## config.mk

```make
export PLATFORM = sky130hd
export DESIGN_NAME = rx_payload_byte_packer_ble
export DESIGN_NICKNAME = d
export VERILOG_FILES = /design/src/rtl/rx_ble_pkg.sv /design/src/rtl/sync_fifo_ble.sv /design/src/rtl/rx_payload_byte_packer_ble.sv
export SDC_FILE = /design/constraint.sdc
export NUM_CORES = 1
export LEC_CHECK = 0
export ABC_AREA = 0
export CORE_MARGIN = 3
export CORE_UTILIZATION = 55
export DETAILED_ROUTE_END_ITERATION = 7
export PLACE_DENSITY = 0.74
export SKIP_LAST_GASP = 1
export SYNTH_ARGS = -nofsm -noshare
export SYNTH_HDL_FRONTEND = slang
export SYNTH_SLANG_ARGS = --single-unit
```

## constraint.sdc

```tcl
create_clock -name clk -period 3.7 [get_ports clk]
set_clock_uncertainty 0.05 [all_clocks]
set_input_delay 0.74 -clock clk [delete_from_list [all_inputs] [get_ports clk]]
set_output_delay 0.74 -clock clk [all_outputs]
set_load 0.005 [all_outputs]
```

## src/rtl/rx_ble_pkg.sv

```systemverilog
// Shared definitions for the BLE payload byte packer: FSM state encoding and byte geometry.
package rx_ble_pkg;

  localparam int BITS_PER_BYTE = 8;

  localparam logic [1:0] ST_IDLE     = 2'd0;
  localparam logic [1:0] ST_COLLECT  = 2'd1;
  localparam logic [1:0] ST_WAIT_CRC = 2'd2;
  localparam logic [1:0] ST_DONE     = 2'd3;

endpackage

```

## src/rtl/sync_fifo_ble.sv

```systemverilog
// Show-ahead synchronous FIFO: head byte is visible whenever the FIFO is non-empty.
// A push into a full FIFO is dropped unless a pop frees the slot in the same cycle.
module sync_fifo_ble
  import rx_ble_pkg::*;
#(
  parameter int AW = 4,
  parameter int W  = BITS_PER_BYTE
) (
  input  logic          clk,
  input  logic          reset,
  input  logic          i_flush,
  input  logic          i_push,
  input  logic [W-1:0]  i_wr_data,
  input  logic          i_pop,
  output logic [W-1:0]  o_rd_data,
  output logic          o_not_empty,
  output logic [AW:0]   o_count,
  output logic          o_drop
);

  localparam logic [AW:0] DEPTH = {1'b1, {AW{1'b0}}};

  logic [W-1:0] r_mem [2**AW];
  logic [AW:0]  r_wr_cnt;
  logic [AW:0]  r_rd_cnt;
  logic [AW:0]  w_count;
  logic         w_empty;
  logic         w_full;
  logic         w_do_pop;
  logic         w_do_push;

  assign w_count   = r_wr_cnt - r_rd_cnt;
  assign w_empty   = (w_count == '0);
  assign w_full    = (w_count == DEPTH);
  assign w_do_pop  = i_pop && !w_empty;
  assign w_do_push = i_push && (!w_full || w_do_pop);

  assign o_count     = w_count;
  assign o_not_empty = !w_empty;
  // Gate the head so the output reads 0 while nothing valid is held.
  assign o_rd_data   = w_empty ? '0 : r_mem[r_rd_cnt[AW-1:0]];
  assign o_drop      = i_push && w_full && !w_do_pop;

  // Pointer update: reset and flush both empty the FIFO.
  always_ff @(posedge clk) begin
    if (!reset || i_flush) begin
      r_wr_cnt <= '0;
      r_rd_cnt <= '0;
    end else begin
      if (w_do_push) r_wr_cnt <= r_wr_cnt + 1'b1;
      if (w_do_pop)  r_rd_cnt <= r_rd_cnt + 1'b1;
    end
  end

  // Storage write; contents need no reset since the pointers define validity.
  always_ff @(posedge clk) begin
    if (reset && !i_flush && w_do_push) r_mem[r_wr_cnt[AW-1:0]] <= i_wr_data;
  end

endmodule

```

## src/rtl/rx_payload_byte_packer_ble.sv

```systemverilog
// Packs the LSB-first BLE payload bit stream into bytes, buffers them in a show-ahead FIFO and
// reports packet completion with sticky error/overflow status.
//
//  state    | meaning
//  ---------+---------------------------------------------------------
//  IDLE     | waiting for start; bit_valid and error_strobe ignored
//  COLLECT  | shifting payload bits, pushing each completed byte
//  WAIT_CRC | all bits in, waiting for the final error_strobe
//  DONE     | one-cycle done pulse, then back to IDLE
module rx_payload_byte_packer_ble
  import rx_ble_pkg::*;
#(
  parameter int FIFO_AW = 4,
  parameter int NBITS_W = 16
) (
  input  logic               clk,
  input  logic               reset,
  input  logic               start,
  input  logic [NBITS_W-1:0] n_bits,
  input  logic               crc_enable,
  input  logic               bit_in,
  input  logic               bit_valid,
  input  logic               error_in,
  input  logic               error_strobe,
  output logic [7:0]         byte_out,
  output logic               byte_valid,
  input  logic               byte_ready,
  output logic [FIFO_AW:0]   fill_level,
  output logic               busy,
  output logic               done,
  output logic               rx_error,
  output logic               overflow
);

  localparam logic [NBITS_W-1:0] ONE  = {{(NBITS_W-1){1'b0}}, 1'b1};
  localparam logic [NBITS_W-1:0] ZERO = '0;

  logic [1:0]         r_state;
  logic [NBITS_W-1:0] r_bits_left;
  logic [2:0]         r_bit_idx;
  logic [7:0]         r_shift;
  logic               r_rx_error;
  logic               r_overflow;
  logic               r_crc_en_q;
  logic               r_strobe_seen;

  logic               w_bit_take;
  logic               w_last_bit;
  logic               w_byte_done;
  logic [7:0]         w_wr_data;
  logic               w_push;
  logic               w_flush;
  logic               w_strobe_take;
  logic               w_drop;

  assign w_bit_take    = (r_state == ST_COLLECT) && bit_valid && (r_bits_left != ZERO);
  assign w_last_bit    = w_bit_take && (r_bits_left == ONE);
  assign w_byte_done   = w_bit_take && ((r_bit_idx == 3'd7) || (r_bits_left == ONE));
  // Upper shift bits are always zero here, so a short final byte comes out zero-padded.
  assign w_wr_data     = r_shift | ({7'd0, bit_in} << r_bit_idx);
  // start takes priority over everything else in its cycle.
  assign w_push        = w_byte_done && !start;
  assign w_flush       = start && (r_state != ST_IDLE);
  assign w_strobe_take = error_strobe && !start &&
                         ((r_state == ST_COLLECT) || (r_state == ST_WAIT_CRC));

  sync_fifo_ble #(
    .AW (FIFO_AW),
    .W  (BITS_PER_BYTE)
  ) u_fifo (
    .clk         (clk),
    .reset       (reset),
    .i_flush     (w_flush),
    .i_push      (w_push),
    .i_wr_data   (w_wr_data),
    .i_pop       (byte_ready),
    .o_rd_data   (byte_out),
    .o_not_empty (byte_valid),
    .o_count     (fill_level),
    .o_drop      (w_drop)
  );

  assign busy     = (r_state != ST_IDLE);
  assign done     = (r_state == ST_DONE);
  assign rx_error = r_rx_error;
  assign overflow = r_overflow;

  // FSM, bit/byte counters, shift register and sticky status flags.
  always_ff @(posedge clk) begin
    if (!reset) begin
      r_state       <= ST_IDLE;
      r_bits_left   <= '0;
      r_bit_idx     <= '0;
      r_shift       <= '0;
      r_rx_error    <= 1'b0;
      r_overflow    <= 1'b0;
      r_crc_en_q    <= 1'b0;
      r_strobe_seen <= 1'b0;
    end else if (start) begin
      r_bits_left   <= n_bits;
      r_bit_idx     <= '0;
      r_shift       <= '0;
      r_rx_error    <= 1'b0;
      r_overflow    <= 1'b0;
      r_crc_en_q    <= crc_enable;
      r_strobe_seen <= 1'b0;
      r_state       <= (n_bits == ZERO) ? ST_DONE : ST_COLLECT;
    end else begin
      if (w_drop) r_overflow <= 1'b1;
      if (w_strobe_take) begin
        r_rx_error    <= r_rx_error | error_in;
        r_strobe_seen <= 1'b1;
      end
      case (r_state)
        ST_COLLECT: begin
          if (w_bit_take) begin
            r_bits_left <= r_bits_left - ONE;
            r_bit_idx   <= r_bit_idx + 3'd1;
            r_shift     <= w_byte_done ? 8'd0 : w_wr_data;
          end
          if (w_last_bit) begin
            r_state <= (r_crc_en_q && !r_strobe_seen && !error_strobe) ? ST_WAIT_CRC : ST_DONE;
          end
        end
        ST_WAIT_CRC: begin
          if (error_strobe) r_state <= ST_DONE;
        end
        ST_DONE: r_state <= ST_IDLE;
        default: r_state <= ST_IDLE;
      endcase
    end
  end

endmodule

```

After elaboration in Yosys (flattened, before gate mapping) --
Memories as Yosys holds them, arrays and structs flattened. A register that Yosys moved wholly into a read port is not among the register bits. Index checks and enable logic that the tools add are counted.
Storage, ports and cells: flip-flop bits (word level) 43, bits in writable memories 128, bits of input ports 25, output and inout port bits 18, word-level logic and storage cells 81, memories kept 1
Cells by class: add/subtract/negate cells 5, eq/ne operators 8, shifts and indexed selects 1, multiplexer cells 15, bitwise operators 3, reductions and logical operators 38
Memory list:
- u_fifo.r_mem | words 16, bits a word 8, rd ports 1, clocked after memory_dff 1, write ports 1, RTL line sync_fifo_ble.sv:23 | logic [W-1:0] r_mem [2**AW];
Operators with widths (number):
- $mux 16 | 3
- $eq 16x1->1 const B | 1
- $logic_and 1x1->1 | 16
- $logic_not 16->1 | 1
- $mux 8 | 2
- $reduce_bool 16->1 | 1
- $sub 16x1->16 const B | 1
- $add 5x1->5 const B | 2
- $logic_not 1->1 | 8
- $mux 2 | 4
- $mux 4 | 2
- $or 8x8->8 | 1
- $shl 1x3->8 | 1
- $ne 3x3->1 const B | 2
- $reduce_and 2->1 | 3
- $reduce_bool 2->1 | 3
- $eq 5x5->1 const B | 1
- $logic_not 5->1 | 1
- $sub 5x5->5 | 1
- $eq 2x2->1 const B | 2
- $logic_or 1x1->1 | 4
- $pmux 2 s2 | 1
- $add 3x1->3 const B | 1
- $eq 3x3->1 const B | 1
- 5 further kinds | 7

Logic depth before layout (Yosys ltp) --
depth in word-level cells 9, depth in mapped cells 11, gate-level depth less buffers 10

By module --
Synthesis repeated with hierarchy kept, for this count alone.
Unflattened totals: cells, all modules 533, area, all modules 7738.7 um^2
By module, submodules not included:
- sync_fifo_ble | times used 1, cells an instance 310, area an instance 5914.4 um^2, seq. area each 4124.0 um^2
- rx_payload_byte_packer_ble | times used 1, cells an instance 223, area an instance 1824.2 um^2, seq. area each 660.6 um^2

Worst setup path after synthesis --
OpenSTA, ideal clock, no wires.
path type flip-flop to flip-flop, start register u_fifo.r_wr_cnt[0], end memory u_fifo.r_mem[15][0] (netlist bit), enable pin, library setup time 0.395 ns, data arrival time 2.682 ns, required time 3.255 ns, path slack 0.574 ns, stages on the path, launching flop included 10, cell sequence dfxtp_1 inv_1 ha_1 inv_1 fa_1 xor2_1 nand4b_1 nand2_1 and3_1 nor4_1
Between the ends: longest elaborated chain between the ends 9, elaborated cells between the ends (all ways) 11, those cells by class 1 x add/sub; 1 x eq/ne; 2 x mux; 7 x reduce/logical
Ends and longest elaborated chain:
- from (decl) | RTL line sync_fifo_ble.sv:24 | logic [AW:0] r_wr_cnt;
- from (signal assigned) | RTL line sync_fifo_ble.sv:50 | if (w_do_push) r_wr_cnt <= r_wr_cnt + 1'b1;
- $sub 5x5->5 (*) | RTL line sync_fifo_ble.sv:32 | assign w_count = r_wr_cnt - r_rd_cnt;
- net fill_level[2] | RTL line rx_payload_byte_packer_ble.sv:28 | output logic [FIFO_AW:0] fill_level,
- $logic_not 5->1 | RTL line sync_fifo_ble.sv:33 | assign w_empty = (w_count == '0);
- $logic_not 1->1 | RTL line sync_fifo_ble.sv:35 | assign w_do_pop = i_pop && !w_empty;
- $logic_and 1x1->1 | RTL line sync_fifo_ble.sv:35
- $logic_or 1x1->1 (*) | RTL line sync_fifo_ble.sv:36 | assign w_do_push = i_push && (!w_full || w_do_pop);
- $logic_and 1x1->1 (*) | RTL line sync_fifo_ble.sv:36
- $logic_and 1x1->1 (*) | RTL line sync_fifo_ble.sv:57 | if (reset && !i_flush && w_do_push) r_mem[r_wr_cnt[AW-1:0]] <= i_wr_data;
- $mux 1 (*) | RTL line sync_fifo_ble.sv:57
- $mux 1 (implied by the code) (*) | RTL line sync_fifo_ble.sv:57
- to (decl) | RTL line sync_fifo_ble.sv:23
The timed path passes the listed nets; every way through them passes the cells marked *.

Worst setup path after layout --
start register u_fifo.r_wr_cnt[0], end output port byte_out[4]
Between the ends: longest elaborated chain between the ends 3
Ends and longest elaborated chain:
- $sub 5x5->5 | RTL line sync_fifo_ble.sv:32
- $logic_not 5->1 | RTL line sync_fifo_ble.sv:33
- $mux 8 | RTL line sync_fifo_ble.sv:41 | assign o_rd_data = w_empty ? '0 : r_mem[r_rd_cnt[AW-1:0]];
- to (decl) | RTL line rx_payload_byte_packer_ble.sv:25 | output logic [7:0] byte_out,
Every way passes these cells.

==> flow_metrics.env <==
export IMPL_crit_path_end="byte_out[4]"
export IMPL_drv_cap=0
export IMPL_r2r_start="u_fifo.r_wr_cnt[0]"
export IMPL_syn_num_nets=553
export IMPL_synthArstFlopShare=0
export IMPL_fin_ws_ns=0.0885
export IMPL_multi_input_area_mm2=0.00265
export IMPL_die_w_um=123
export IMPL_drc=0
export IMPL_regToRegSetupSlack_ns=0.54
export IMPL_grt_pass1_wl_mm=23.8
export IMPL_num_fill_cells=938
export IMPL_core_mm2=0.0133
export IMPL_die_area_mm2=0.0152
export IMPL_crit_path_max_fanout=4
export IMPL_worstMarginPinSlew_ns=0.747
export IMPL_rr_worst_depth=12
export IMPL_cts_root_buf="clkbuf_16"
export IMPL_rows=42
export IMPL_syn_to_final_growth_pct=17.6
export IMPL_end_kind="output pin"
export IMPL_status="completed"
export IMPL_start_util=0.566
export IMPL_layout_min_cycle_time_ns=3.61
export IMPL_hold_viol_final=0
export IMPL_criticalPathCategory="flop to output pin"
export IMPL_fp_dieH_um=123
export IMPL_drive_gt1_frac=0.194
export IMPL_cts_sinks=175
export IMPL_grt_ovfl_total=0
export IMPL_worstSetupStartpointType="flop"
export IMPL_port_buffers=42
export IMPL_synthTopCellsByArea="edfxtp_1 (51%), dfxtp_1 (12%), mux4_2 (12%), ha_1 (3.0%), a21oi_1 (1.7%)"
export IMPL_synthFlopType="edfxtp_1"
export IMPL_dr_total_vias=4487
export IMPL_clk_pin_slew_ns=0.07
export IMPL_max_freq_mhz=277
export IMPL_syn_inst=509
export IMPL_hp_class="flop to flop"
export IMPL_synth_top_cell_by_area="edfxtp_1"
export IMPL_final_antenna_net_count=0
export IMPL_wl_mm=15.1
export IMPL_worstSetupStartpoint="u_fifo.r_wr_cnt[0]"
export IMPL_clock_latency_ns=0.43
export IMPL_antenna_found_initial=0
export IMPL_track_usage=0.213
export IMPL_setup_viol=0
export IMPL_grt_pass1_vias=4505
export IMPL_synth_edff_count=128
export IMPL_seq_area_mm2=0.00479
export IMPL_yosysWarnings=0
export IMPL_powerDensity_mw_per_mm2=614
export IMPL_io_pins=43
export IMPL_nNetsFinal=614
export IMPL_cts_tree="built"
export IMPL_synth_seq_cells=175
export IMPL_grt_max_degree=33
export IMPL_p_leak_nw=3.00
export IMPL_critPathArrivalTime_ns=2.82
export IMPL_syn_area_per_cell_um2=14.9
export IMPL_cp_data_required_time_ns=2.91
export IMPL_r2r_end="u_fifo.r_mem[3][3]"
export IMPL_fin_area_mm2=0.00889
export IMPL_tns_ns=0
export IMPL_diodes=0
export IMPL_drt_initial_drc_count=294
export IMPL_drv_slew=0
export IMPL_first_pass_iters=4
export IMPL_clk_path_buf_depth=2
export IMPL_cts_hold_buf=0
export IMPL_syn_area_mm2=0.00756
export IMPL_wl_per_cell_um=19.9
export IMPL_post_place_ws_ns=0.253
export IMPL_synth_distinct_cells=55
export IMPL_numCtsBuffers=17
export IMPL_viasPerCell=5.91
export IMPL_slew_limit_headroom=0.501
export IMPL_ir_drop_mv=0.338
export IMPL_place_area_mm2=0.00820
export IMPL_yosysTopAreaCellShare=0.508
export IMPL_place_congestion=0.863
export IMPL_fin_crit_sh=0.976
export IMPL_h_tree_depth=4
export IMPL_dp_hpwl_mm=9.94
export IMPL_ys_seq_area_frac=0.633
export IMPL_hold_ws_ns=0.420
[layout make-up]
type,instances,area share
clock buffer,17,0.0478
timing repair buffer,63,0.0663
multi-input combinational,293,0.298
tap,176,0.0248
sequential,175,0.539
inverter,20,0.00844
clock inverter,15,0.0162
[logic make-up (layout without fill, tap and decap cells)]
family          after synthesis  in the layout  share of synthesized area
fa+ha+maj                    19             19                     0.0324
xor+xnor                     22             22                     0.0255
simple gates                135            135                      0.101
flops                       175            175                      0.633
compound gates               72             72                     0.0612
mux                          45             45                      0.126
buf+inv                      41            115                     0.0210
[stage by stage]
stage                     std cells  power (mW)   util
final                           759        5.46  0.666
after floorplan                 509        2.97      -
after CTS                       757        5.43  0.663
after global placement          715        3.56  0.615
after detailed placement        715        3.59  0.615
after global routing            759        5.71  0.666
[critical path, cell delays in order (launching register included)]
cell and delay, ns:
dfxtp_2 0.33, inv_2 0.08, ha_4 0.14, inv_2 0.04
fa_2 0.49, nand3b_1 0.17, a211o_1 0.28, a211oi_4 0.28
buf_6 0.17, buf_4 0.12, nor2b_1 0.04, dlygate4sd2_1 0.25
[sequential cells by signal, summed over array words and instances (netlist names), named ones only]
name	cells
r_state	2
overflow	1
rx_error	1
r_bit_idx	3
u_fifo.r_mem	128
r_shift	8
r_bits_left	16
u_fifo.r_rd_cnt	5
r_crc_en_q	1
r_strobe_seen	1
u_fifo.r_wr_cnt	5
[synth_stat cells, types with 4 or more instances]
cell type  number
nor2_1         29
nand3_1        10
o211ai_1        4
buf_2           4
nor3_1          8
edfxtp_1      128
nor4_1          6
a31o_2          4
mux2i_1         5
o21ai_0        14
and3_1         20
xor2_1          8
xnor2_1        14
a21oi_1        25
a31oi_1         5
ha_1           18
clkbuf_1       15
inv_1          20
dfxtp_1        47
nor2b_1        15
nand2b_1        5
mux4_2         40
nand2_1        15
[routing by layer]
| metal | up-vias | part of all wire | GRT usage |
|---|---|---|---|
| li1 | 2090 | - | - |
| met1 | 2240 | 0.41 | 0.263 |
| met2 | 140 | 0.53 | 0.369 |
| met3 | 17 | 0.047 | 0.0512 |
| met4 | 0 | 0.012 | 0.0713 |
| met5 | - | 0 | 0 |
[how the worst min path moves through the flow]
stage,endpoint,start,cells after the start,slack (ns)
final,r_shift[1],r_shift[1],2,0.42
after global routing,u_fifo.r_wr_cnt[4],u_fifo.r_wr_cnt[4],2,0.46
after CTS,r_strobe_seen,r_strobe_seen,2,0.42
after detailed placement,r_strobe_seen,r_strobe_seen,2,0.41
after global placement,r_strobe_seen,r_strobe_seen,2,0.39
after floorplan,r_strobe_seen,r_strobe_seen,2,0.38
[what timing repair did]
item / in CTS / in global routing
cloned: 1 / 0
buffers inserted: 9 / 2
resized for setup: 17 / 6
pin swaps: 3 / 4
setup endpoints to repair: 9 / 8
[power by group]
group | leakage (nW) | switching, mW | internal [mW]
Sequential | 1.48 | 0.0360 | 2.12
Clock | 0.280 | 0.797 | 0.894
Combinational | 1.24 | 0.687 | 0.930
[placed cells by master (no fill, tap or decap), drive strengths merged, types with 11 or more instances in the layout]
cell,instances
and3,20
inv,29
o21ai,15
nand3,11
dfxtp,47
mux4,40
nor2,29
clkbuf,17
buf,21
a21oi,25
nor2b,15
edfxtp,128
ha,18
nand2,15
xnor2,14
clkdlybuf4s50,33
Note: power is estimated with default switching activity, not from simulation.
==> variant: new RTL, same settings <==
The parameter `FIFO_AW` goes from 4 to 3.
--- a/src/rtl/rx_payload_byte_packer_ble.sv
+++ b/src/rtl/rx_payload_byte_packer_ble.sv
@@ -11,5 +11,5 @@
   import rx_ble_pkg::*;
 #(
-  parameter int FIFO_AW = 4,
+  parameter int FIFO_AW = 3,
   parameter int NBITS_W = 16
 ) (
Ports: changed (resized fill_level); port bits go from 43 to 42. The function was not compared with the original's and may differ.
==> variant against the original RTL <==
Sequential cell count decreased by 67; global-route usage decreased by 0.91 points; sequential power decreased by 39%; final area decreased by 35%; worst setup slack improved by 97 ps; routed wire length decreased by 35%; synthesized area decreased by 34%; via count decreased by 24%; power decreased by 52%.
==> variant: results (changes against the original RTL) <==
antenna cells=0 (unchanged); Logic pwr share=0.232 (-0.064); Hold Path End=overflow; reg-to-reg startpoint=u_fifo.r_wr_cnt[0]; first-pass GRT wire length=16200 µm (-32%); ranking of synthesized cells by area=edfxtp_1 39%, dfxtp_1 18%, mux4_2 7.2%; total power=2.60 mW (-52%); leakage=2.03 nW (-32%); antenna violations before repair=0 (unchanged); Post-Syn Nets=452 (-18%); final wirelength=9860 µm (-35%); Routability Congestion=0.838 (-2.9%); Vias=3391 (-24%); DRT iter0 DRCs=193 (-34%); Fillers=687 (-27%); Crit-path slowest cell=clkdlybuf4s50_1; max reg flops=64 (-50%); Max-slew headroom=0.467 (-0.0339); Via density=5.91 (about the same); Tcrit/Tclk final=0.950 (-0.0262); DP Wirelength=7150 µm (-28%); CP endpoint=byte_out[2]; Commonest cells post-synth=64 x edfxtp_1, 44 x dfxtp_1, 42 x nor2_1, 27 x a21oi_1, 20 x o21ai_0; Hold Crit Start=overflow; CTS Buf Count=9 (-8); vias in the first global route=3307 (-27%); EDFF count, synth=64 (-50%); H-tree levels=3 (-1); register area share after synthesis=0.564 (-0.0692); Worst Hold Slack=433 ps (+12.9 ps); crit-path max FO=9 (+5); DRT Pass-1 Iters=4 (unchanged); P_seq=1.32 mW (-39%); VDD IR-drop max=202 µV (-40%); layout cells sized above 1=0.124 (-0.0694); post-place setup slack=409 ps (+156 ps); Ys Warns=0 (unchanged); P_int=1.87 mW (-53%); signal arrival time at the worst endpoint=2720 ps (-100 ps); Global Route Usage Sum=0.203 (-0.00915); pin count of the biggest net entering global routing=21 (-36%); Setup Buffers After CTS=0 (-9); clock-pin slew on the worst setup and hold paths=100 ps (+30 ps); CP most frequent cell=nor2_1; CTS resizes=1 (-16); Skew-Pair Late Insertion Delay=370 ps (-60 ps); Cell Area, Placed=0.00555 mm² (-32%); outcome=finished clean; r2r endpoint=u_fifo.r_mem[1][3]; Final #Nets=501 (-18%); Cells after Synth=412 (-19%); R2R setup slack=680 ps (+140 ps); CTS root buf=clkbuf_8; worst stage delay on the critical path=440 ps (-50 ps); cell count after placement=558 (-22%); Multi-input gate area=0.00205 mm² (-23%); Buffers on Ports=41 (-2.4%); reg2reg path depth=8 (-4)
[variant: cells by family (layout without fill, tap and decap cells)]
logic type | Yosys count | in the layout | share of synthesized area
AOI/OAI and AO/OA | 83 | 83 | 0.105
xor gates and xnor gates | 17 | 17 | 0.0299
adders and majority gates | 15 | 15 | 0.0393
buffers and inverters | 33 | 87 | 0.0252
DFF | 108 | 108 | 0.564
muxes | 29 | 29 | 0.0986
and+or+nand+nor | 127 | 127 | 0.138
[variant: routing by layer]
| metal | vias to the layer above | track usage | wire [µm] |
|---|---|---|---|
| met5 | - | 0 | 0 |
| li1 | 1660 | - | - |
| met2 | 85 | 0.310 | 4450 |
| met1 | 1629 | 0.286 | 4730 |
| met4 | 0 | 0.0706 | 167 |
| met3 | 17 | 0.0491 | 510 |
[variant: cell type report]
cell class	count	share of cell area
inverters	17	0.0111
well taps	108	0.0235
flip-flops and latches	108	0.488
repair buffers	54	0.0885
clock buffers	10	0.0222
clock inverters	6	0.00959
multi-input cells	271	0.357
